==> src/rtl/intel_pcie_tlp_pkg.sv <==
// TLP RX routing helpers: Type field constants, route classes and the SOP classifier.
// Combinational only: no latency, no backpressure.
package intel_pcie_tlp_pkg;

   localparam logic [4:0] TLP_TYPE_MEM   = 5'b00000;
   localparam logic [4:0] TLP_TYPE_MEMLK = 5'b00001;
   localparam logic [4:0] TLP_TYPE_CPL   = 5'b01010;
   localparam logic [4:0] TLP_TYPE_CPLLK = 5'b01011;

   typedef enum logic [1:0] {
      ROUTE_REQ  = 2'd0,
      ROUTE_CPL  = 2'd1,
      ROUTE_DROP = 2'd2
   } route_e;

   // Type sits in the low byte of DW0 after the adapter's DW reordering; Fmt is ignored.
   function automatic route_e tlp_classify(input logic [31:0] dw0);
      route_e r;
      case (dw0[4:0])
         TLP_TYPE_MEM, TLP_TYPE_MEMLK: r = ROUTE_REQ;
         TLP_TYPE_CPL, TLP_TYPE_CPLLK: r = ROUTE_CPL;
         default:                      r = ROUTE_DROP;
      endcase
      return r;
   endfunction

endpackage

==> src/rtl/tlp_st_reg_slice.sv <==
// One-beat Avalon-ST output register: 1-cycle latency; loads only when the router saw ready,
// valid drops when the sink takes the beat.
module tlp_st_reg_slice #(
   parameter int DATA_W  = 256,
   parameter int EMPTY_W = 5
) (
   input  logic               clk,
   input  logic               reset_n,
   input  logic               i_load,
   input  logic [DATA_W-1:0]  i_data,
   input  logic [EMPTY_W-1:0] i_empty,
   input  logic               i_error,
   input  logic               i_sop,
   input  logic               i_eop,
   input  logic               i_ready,
   output logic [DATA_W-1:0]  o_data,
   output logic [EMPTY_W-1:0] o_empty,
   output logic               o_error,
   output logic               o_sop,
   output logic               o_eop,
   output logic               o_valid
);

   logic [DATA_W-1:0]  r_data;
   logic [EMPTY_W-1:0] r_empty;
   logic               r_error;
   logic               r_sop;
   logic               r_eop;
   logic               r_valid;

   always_ff @(posedge clk or negedge reset_n) begin
      if (!reset_n) begin
         r_data  <= '0;
         r_empty <= '0;
         r_error <= 1'b0;
         r_sop   <= 1'b0;
         r_eop   <= 1'b0;
         r_valid <= 1'b0;
      end else if (i_load) begin
         r_data  <= i_data;
         r_empty <= i_empty;
         r_error <= i_error;
         r_sop   <= i_sop;
         r_eop   <= i_eop;
         r_valid <= 1'b1;
      end else if (i_ready) begin
         r_valid <= 1'b0;
      end
   end

   assign o_data  = r_data;
   assign o_empty = r_empty;
   assign o_error = r_error;
   assign o_sop   = r_sop;
   assign o_eop   = r_eop;
   assign o_valid = r_valid;

endmodule

==> src/rtl/intel_pcie_tlp_rx_router.sv <==
// Steers whole TLPs to req_st (MRd/MWr) or cpl_st (Cpl*), drops the rest; 1-cycle latency, each port
// backpressures only its own traffic. Counters exist only when TLP_RX_ROUTER_STATS_EN is defined.
module intel_pcie_tlp_rx_router
   import intel_pcie_tlp_pkg::*;
#(
   parameter int DATA_W  = 256,
   parameter int EMPTY_W = 5,
   parameter int CNT_W   = 32
) (
   input  logic               clk,
   input  logic               reset_n,
   input  logic [DATA_W-1:0]  in_st_data,
   input  logic [EMPTY_W-1:0] in_st_empty,
   input  logic               in_st_error,
   input  logic               in_st_startofpacket,
   input  logic               in_st_endofpacket,
   input  logic               in_st_valid,
   output logic               in_st_ready,
   output logic [DATA_W-1:0]  req_st_data,
   output logic [EMPTY_W-1:0] req_st_empty,
   output logic               req_st_error,
   output logic               req_st_startofpacket,
   output logic               req_st_endofpacket,
   output logic               req_st_valid,
   input  logic               req_st_ready,
   output logic [DATA_W-1:0]  cpl_st_data,
   output logic [EMPTY_W-1:0] cpl_st_empty,
   output logic               cpl_st_error,
   output logic               cpl_st_startofpacket,
   output logic               cpl_st_endofpacket,
   output logic               cpl_st_valid,
   input  logic               cpl_st_ready,
   output logic [CNT_W-1:0]   stat_drop_count,
   output logic [CNT_W-1:0]   stat_proto_err
);

   localparam logic [1:0] ST_IDLE = 2'd0;
   localparam logic [1:0] ST_REQ  = 2'd1;
   localparam logic [1:0] ST_CPL  = 2'd2;
   localparam logic [1:0] ST_DROP = 2'd3;

   logic [1:0] r_state;
   logic [1:0] w_sop_state;
   route_e     w_class;
   route_e     w_tgt;
   logic       w_in_rdy;
   logic       w_acc;
   logic       w_req_load;
   logic       w_cpl_load;

   assign w_class = tlp_classify(in_st_data[DATA_W-1 -: 32]);

   // Non-SOP beats in IDLE have no owner and are swallowed like a dropped packet.
   always_comb begin
      w_tgt = ROUTE_DROP;
      if (in_st_startofpacket) begin
         w_tgt = w_class;
      end else begin
         case (r_state)
            ST_REQ:  w_tgt = ROUTE_REQ;
            ST_CPL:  w_tgt = ROUTE_CPL;
            default: w_tgt = ROUTE_DROP;
         endcase
      end
   end

   always_comb begin
      case (w_tgt)
         ROUTE_REQ: w_in_rdy = ~req_st_valid | req_st_ready;
         ROUTE_CPL: w_in_rdy = ~cpl_st_valid | cpl_st_ready;
         default:   w_in_rdy = 1'b1;
      endcase
   end

   always_comb begin
      case (w_class)
         ROUTE_REQ: w_sop_state = ST_REQ;
         ROUTE_CPL: w_sop_state = ST_CPL;
         default:   w_sop_state = ST_DROP;
      endcase
   end

   assign in_st_ready = w_in_rdy;
   assign w_acc       = in_st_valid & w_in_rdy;
   assign w_req_load  = w_acc & (w_tgt == ROUTE_REQ);
   assign w_cpl_load  = w_acc & (w_tgt == ROUTE_CPL);

   // A SOP always restarts classification, even if the previous packet never saw its EOP.
   always_ff @(posedge clk or negedge reset_n) begin
      if (!reset_n) begin
         r_state <= ST_IDLE;
      end else if (w_acc) begin
         if (in_st_startofpacket) begin
            r_state <= in_st_endofpacket ? ST_IDLE : w_sop_state;
         end else if (in_st_endofpacket) begin
            r_state <= ST_IDLE;
         end
      end
   end

   tlp_st_reg_slice #(.DATA_W(DATA_W), .EMPTY_W(EMPTY_W)) u_req_slice (
      .clk     (clk),
      .reset_n (reset_n),
      .i_load  (w_req_load),
      .i_data  (in_st_data),
      .i_empty (in_st_empty),
      .i_error (in_st_error),
      .i_sop   (in_st_startofpacket),
      .i_eop   (in_st_endofpacket),
      .i_ready (req_st_ready),
      .o_data  (req_st_data),
      .o_empty (req_st_empty),
      .o_error (req_st_error),
      .o_sop   (req_st_startofpacket),
      .o_eop   (req_st_endofpacket),
      .o_valid (req_st_valid)
   );

   tlp_st_reg_slice #(.DATA_W(DATA_W), .EMPTY_W(EMPTY_W)) u_cpl_slice (
      .clk     (clk),
      .reset_n (reset_n),
      .i_load  (w_cpl_load),
      .i_data  (in_st_data),
      .i_empty (in_st_empty),
      .i_error (in_st_error),
      .i_sop   (in_st_startofpacket),
      .i_eop   (in_st_endofpacket),
      .i_ready (cpl_st_ready),
      .o_data  (cpl_st_data),
      .o_empty (cpl_st_empty),
      .o_error (cpl_st_error),
      .o_sop   (cpl_st_startofpacket),
      .o_eop   (cpl_st_endofpacket),
      .o_valid (cpl_st_valid)
   );

`ifdef TLP_RX_ROUTER_STATS_EN
   logic             w_drop_evt;
   logic             w_proto_evt;
   logic [CNT_W-1:0] r_drop_cnt;
   logic [CNT_W-1:0] r_proto_cnt;

   assign w_drop_evt  = w_acc & in_st_startofpacket & (w_class == ROUTE_DROP);
   assign w_proto_evt = w_acc & ( (in_st_startofpacket  & (r_state != ST_IDLE))
                                | (~in_st_startofpacket & (r_state == ST_IDLE)));

   always_ff @(posedge clk or negedge reset_n) begin
      if (!reset_n) begin
         r_drop_cnt  <= '0;
         r_proto_cnt <= '0;
      end else begin
         if (w_drop_evt && (r_drop_cnt != {CNT_W{1'b1}}))
            r_drop_cnt <= r_drop_cnt + CNT_W'(1);
         if (w_proto_evt && (r_proto_cnt != {CNT_W{1'b1}}))
            r_proto_cnt <= r_proto_cnt + CNT_W'(1);
      end
   end

   assign stat_drop_count = r_drop_cnt;
   assign stat_proto_err  = r_proto_cnt;
`else
   assign stat_drop_count = '0;
   assign stat_proto_err  = '0;
`endif

endmodule

==> config.mk <==
export PLATFORM = sky130hd
export DESIGN_NAME = intel_pcie_tlp_rx_router
export DESIGN_NICKNAME = d
export VERILOG_FILES = /design/src/rtl/intel_pcie_tlp_pkg.sv /design/src/rtl/tlp_st_reg_slice.sv /design/src/rtl/intel_pcie_tlp_rx_router.sv
export SDC_FILE = /design/constraint.sdc
export NUM_CORES = 1
export LEC_CHECK = 0
export BUFFER_PORTS_ARGS = -buffer_cell sky130_fd_sc_hd__buf_2
export CORE_AREA = 10 10 326 328
export CTS_CLUSTER_SIZE = 14
export DETAILED_ROUTE_END_ITERATION = 6
export DIE_AREA = 0 0 336 338
export GPL_ROUTABILITY_DRIVEN = 1
export GPL_TIMING_DRIVEN = 0
export PLACE_DENSITY = 0.4
export SYNTH_ARGS = -nofsm -noshare
export SYNTH_HDL_FRONTEND = slang
export SYNTH_HIERARCHICAL = 1
export SYNTH_SLANG_ARGS = --single-unit
==> constraint.sdc <==
create_clock -name clk -period 3.3 [get_ports clk]
set_input_delay 0.495 -clock clk [delete_from_list [all_inputs] [get_ports clk]]
set_output_delay 0.495 -clock clk [all_outputs]
set_load 0.02 [all_outputs]
Word level (Yosys, flattened, before mapping)

Index checks and enable logic that the tools add are counted.

Register bits after elaboration: 532
Bits of input ports: 269
Output and inout port bits: 595
Word-level logic and storage cells: 48

Equality and inequality tests: 7
Mux-type cells: 12
Bitwise gates (word level): 7
Reductions and logical operators: 9

Operator list:

| operator           | number |
|---|---|
| $pmux 2 s2         | 3 |
| $eq 5x4->1 const B | 2 |
| $mux 2             | 4 |
| $eq 2x1->1 const B | 3 |
| $reduce_bool 2->1  | 3 |
| $eq 5x1->1 const B | 1 |
| $logic_not 5->1    | 1 |
| $logic_not 2->1    | 2 |
| $mux 1             | 4 |
| $reduce_or 2->1    | 2 |
| $and 1x1->1        | 3 |
| $eq 2x2->1 const B | 1 |
| $not 1->1          | 2 |
| $or 1x1->1         | 2 |
| $pmux 1 s2         | 1 |
| $reduce_and 2->1   | 1 |

Longest topological paths before layout

Depth in word-level cells: 9
Gate-level depth with buffers: 9
Gate-level depth less buffers: 7

Hierarchy

The synthesis kept the hierarchy.

Modules (own cells, without submodules):

| module                   | instances | cells each | area an instance (sq um) | seq. area each (sq um) |
|---|---|---|---|---|
| tlp_st_reg_slice         | 2         | 560        | 9935.8                   | 6631.4 |
| intel_pcie_tlp_rx_router | 1         | 94         | 782.0                    | 50.0 |

Worst setup path before layout

No wires, ideal clock.

Kind: input port to flip-flop
Start point: input in_st_startofpacket
End point: register u_cpl_slice.r_data[100] (netlist: u_cpl_slice/o_data[100])
Setup time: 0.125 ns
Arrival: 2.304 ns
Required time: 3.175 ns
Setup slack: 0.871 ns
Stages on the path: 8
Path buffers: 3
Cells stage by stage: buf_6 -> or3b_1 -> o22ai_2 -> nand2_1 -> nor3_1 -> buf_6 -> buf_6 -> mux2_2

Word-level cells in the longest chain between the ends: 5
Elaborated cells on any way between the ends: 6
Those cells by class: eq/ne: 1; mux: 2; bitwise: 2; reduce/logical: 1

Ends and longest elaborated chain:

| what                                          | line                                                           | source |
|---|---|---|
| from (decl)                                   | intel_pcie_tlp_rx_router.sv:15                                 | `input logic in_st_startofpacket,` |
| $mux 2 *                                      | intel_pcie_tlp_rx_router.sv:56                                 | `if (in_st_startofpacket) begin` |
| $eq 2x1->1 or $logic_not 2->1 (tied branches) | intel_pcie_tlp_rx_router.sv:68, intel_pcie_tlp_rx_router.sv:86 |  |
| $pmux 1 s2                                    | intel_pcie_tlp_rx_router.sv:68                                 | `case (w_tgt)` |
| $and 1x1->1                                   | intel_pcie_tlp_rx_router.sv:84                                 | `assign w_acc = in_st_valid & w_in_rdy;` |
| $and 1x1->1 *                                 | intel_pcie_tlp_rx_router.sv:86                                 | `assign w_cpl_load = w_acc & (w_tgt == ROUTE_CPL);` |
| via w_cpl_load                                | intel_pcie_tlp_rx_router.sv:49                                 | `logic w_cpl_load;` |
| to (signal assigned)                          | tlp_st_reg_slice.sv:40                                         | `r_data <= i_data;` |
| to (decl)                                     | tlp_st_reg_slice.sv:24                                         | `logic [DATA_W-1:0] r_data;` |

The timed path passes the listed nets; every way through them passes the cells marked *.
A chain may end at the register's enable or synchronous reset.

Final worst setup path

Start point: register r_state[0]
End point: register u_cpl_slice.r_data[162] (netlist: u_cpl_slice/o_data[162])

Word-level cells in the longest chain between the ends: 7
Elaborated cells on any way between the ends: 9
Those cells by class: eq/ne: 3; mux: 3; bitwise: 2; reduce/logical: 1

Ends and longest elaborated chain:

| what                                          | line                                                           | source |
|---|---|---|
| from (decl)                                   | intel_pcie_tlp_rx_router.sv:42                                 | `logic [1:0] r_state;` |
| from (signal assigned)                        | intel_pcie_tlp_rx_router.sv:94                                 | `r_state <= in_st_endofpacket ? ST_IDLE : w_sop_state;` |
| $eq 2x2->1 or $eq 2x1->1 (tied branches)      | intel_pcie_tlp_rx_router.sv:59                                 | `case (r_state)` |
| $pmux 2 s2 *                                  | intel_pcie_tlp_rx_router.sv:59                                 |  |
| $mux 2 *                                      | intel_pcie_tlp_rx_router.sv:56                                 |  |
| $eq 2x1->1 or $logic_not 2->1 (tied branches) | intel_pcie_tlp_rx_router.sv:68, intel_pcie_tlp_rx_router.sv:86 |  |
| $pmux 1 s2                                    | intel_pcie_tlp_rx_router.sv:68                                 |  |
| $and 1x1->1                                   | intel_pcie_tlp_rx_router.sv:84                                 |  |
| $and 1x1->1 *                                 | intel_pcie_tlp_rx_router.sv:86                                 |  |
| via w_cpl_load                                | intel_pcie_tlp_rx_router.sv:49                                 |  |

Marked as above.

==> flow_metrics.py <==
metrics = {
    "power_and_ir_drop": {
        "p_int_mw": 18.4,
        "combinationalPowerShare_pct": 39.3,
        "p_leak_nw": 14.2,
        "power.density_nw_per_um2": 1040,
        "switchingPower_mw": 11.6,
        "clock_power_share_pct": 24.0,
        "power_frac_seq_pct": 36.7,
        "swShare_pct": 38.7,
        "max-vdd-ir-drop_v": 0.000404,
    },
    "synthesis": {
        "synth_area_leaders": "dfrtp_1, mux2_2, buf_6",
        "synth_top_flop_cell": "dfrtp_1",
        "ys_ff_latch": 532,
        "synth_area_leader_cell": "dfrtp_1",
        "yosysWarnings": 6,
        "synth_top_area_share_pct": 64.5,
        "synthArstFlopShare_pct": 100,
        "yosys.cell_types.count": 30,
        "yosysSeqAreaShare_pct": 64.5,
        "synth.cell_area_um2": 20700,
        "netlist_instances": 1214,
        "synth-edff-count": 0,
        "synth.avg_cell_area_um2": 17.0,
    },
    "run": {
        "drv_cap": 0,
    },
    "sta": {
        "fin_crit_sh_pct": 84.4,
        "slew_violations": 0,
        "min_period_ns": 2.78,
        "worst_slack_ns": 0.515,
        "maxSlewHeadroom_pct": 43.3,
        "hold_viol": 0,
        "rsz0062_at_grt": "no",
        "hold_slack_ns": 0.124,
        "fmax_mhz": 359,
        "final-setup-viol-count": 0,
        "tns_ns": 0,
        "fin_worst_skew_ns": 0.0221,
        "worst_slew_pin_slew_ns": 0.851,
    },
    "finish": {
        "synthToLayoutAreaGrowth_pct": 39.4,
        "n_fill_cell": 10300,
        "fin_nets": 2420,
        "drive_above_1_share_pct": 71.1,
        "final_cells": 3495,
        "post-route-util_pct": 28.9,
    },
    "setup_path": {
        "start_kind": "flip-flop",
        "cp_max_fo": 10,
        "rr_worst_depth": 8,
        "arrival_ns": 3.26,
        "cp.required_ns": 3.77,
        "worst_setup_path_end_kind": "flip-flop",
        "critPathKind": "flip-flop to flip-flop",
    },
    "clock_tree": {
        "clk_latency_ns": 0.61,
        "clk_pin_slew_ns": 0.06,
        "cts_tree": "yes",
        "ctsHtreeMaxLevel": 3,
        "cts_setup_buffers": 0,
        "cts.sink_count": 532,
        "cts_buffer_depth": 3,
        "cts_made_buffers": 67,
        "root_buffer": "clkbuf_16",
    },
    "detailed_routing": {
        "wirelength_mm": 78.1,
        "drc": 0,
        "ant_nets": 0,
        "drtPass1Iterations": 4,
        "wl_per_cell_um": 22.3,
        "drt_iter0_drc": 399,
        "vias": 13600,
        "avgViaCountPerCell": 3.90,
    },
    "floorplan": {
        "die_width_um": 336,
        "num_io_pins": 864,
        "row_count": 116,
        "dieHeight_um": 338,
        "start_util_pct": 20.7,
        "core_area_um2": 99600,
        "die-area_um2": 114000,
    },
    "global_routing": {
        "track_usage_pct": 13.2,
        "antenna_found_initial": 22,
        "grt.overflow.total": 0,
        "grt_pass1_wl_mm": 110,
        "grt_pass1_vias": 15500,
        "grt_max_degree": 116,
    },
    "outcome": {
        "outcome": "finished clean",
    },
    "place": {
        "io_buffers": 799,
        "place_ws_ns": 0.00962,
        "dp_hpwl_mm": 61.9,
        "gp_congestion": 0.767,
        "dp_cells": 3378,
    },
    "hold_path": {
        "hold_path_depth": 2,
        "hp-class": "input port to flip-flop",
    },
}
-- what timing repair did --
action	4_1_cts	5_1_grt
hold buffers	1	0
resized for setup	0	0
hold endpoints to repair	107	0
-- routing by layer --
metal | up-vias | routed length [um] | track usage [%]
met5 | - | 207 | 0
met4 | 32 | 1790 | 3.89
met3 | 122 | 8230 | 6.26
met2 | 562 | 40500 | 23.7
met1 | 6877 | 27300 | 13.4
li1 | 6024 | - | -
-- final cells by class --
type / instances / area [um^2] / area share [%]
flip-flops and latches: 532 / 13300 / 46.2
plain buffers: 123 / 1130 / 3.93
clock buffers: 96 / 1930 / 6.69
inverters: 4 / 15.0 / 0.0521
well taps: 1298 / 1620 / 5.64
clock inverters: 15 / 216 / 0.752
diodes: 5 / 12.5 / 0.0434
repair buffers: 804 / 4130 / 14.3
multi-input cells: 618 / 6430 / 22.3
-- cell usage after synthesis (all sizes together) (2+ instances only) --
| cell | number |
|---|---|
| dfrtp | 532 |
| mux2 | 528 |
| buf | 123 |
| inv | 4 |
| a21o | 2 |
| nand2 | 2 |
| nor2b | 2 |
| o2bb2ai | 2 |
| or3b | 2 |
-- registers in the layout, summed over array words and instances, names as in the netlist, 2 cells and up --
signal,count
u_cpl_slice/o_data,256
u_req_slice/o_empty,5
r_state,2
u_req_slice/o_data,256
u_cpl_slice/o_empty,5
-- cell usage in the layout (no fill, tap or decap), drive strengths merged, types with 2 or more instances in the layout --
master and n:
a21o 2, buf 926, bufinv 4, clkbuf 96, clkinv 9, conb 64, dfrtp 532, diode 5
inv 6, mux2 528, nand2 2, nor2b 2, o2bb2ai 2, or3b 2
-- logic make-up after synthesis --
logic type	Yosys count	synth area share [%]
flip-flops	532	64.5
multiplexers	528	28.8
buffers and inverters	127	5.56
AND/OR/NAND/NOR	13	0.461
AO/OA/AOI/OAI	11	0.618
adder cells (fa/ha/maj)	1	0.0606
other	1	0.0182
XOR/XNOR	1	0.0424
-- per-stage QoR --
stage | area (um^2) | power (mW)
2_1_floorplan | 20900 | 17.7
3_3_place_gp | 26500 | 23.0
4_1_cts | 28800 | 30.6
3_5_place_dp | 26600 | 23.2
6_report | 28800 | 29.9
5_1_grt | 28800 | 31.6
-- final timing paths --
path	from	endpoint	slack, ns
min reg2reg	r_state[0]$_DFFE_PN0P_	r_state[0]$_DFFE_PN0P_	0.50
min	in_st_data[171]	u_cpl_slice/o_data[171]$_DFFE_PN0P_	0.12
min in group asynchronous	reset_n	u_cpl_slice/o_data[199]$_DFFE_PN0P_	0.56
max	r_state[0]$_DFFE_PN0P_	u_cpl_slice/o_data[162]$_DFFE_PN0P_	0.52
max in group asynchronous	reset_n	u_cpl_slice/o_empty[4]$_DFFE_PN0P_	1.06
max reg2reg	r_state[0]$_DFFE_PN0P_	u_cpl_slice/o_data[162]$_DFFE_PN0P_	0.52
-- worst max-delay path: stages, from the launching register on --
cell and delay, ns:
dfrtp_1 0.35, inv_1 0.05, ha_1 0.29, o22ai_2 0.21, nand2_1 0.10, nor3_1 0.63, buf_6 0.37, buf_6 0.25
mux2_2 0.36
-- power groups by stage --
stage	clock network, mW	logic (mW)	registers [mW]
global route	7.75	12.5	11.4
floorplan	0	2.99	14.7
detailed placement	0	12.1	11.1
global placement	0	12.0	11.0
finish	7.19	11.8	11.0
CTS	7.51	12.1	11.0
(Power assumes the default switching activity.)
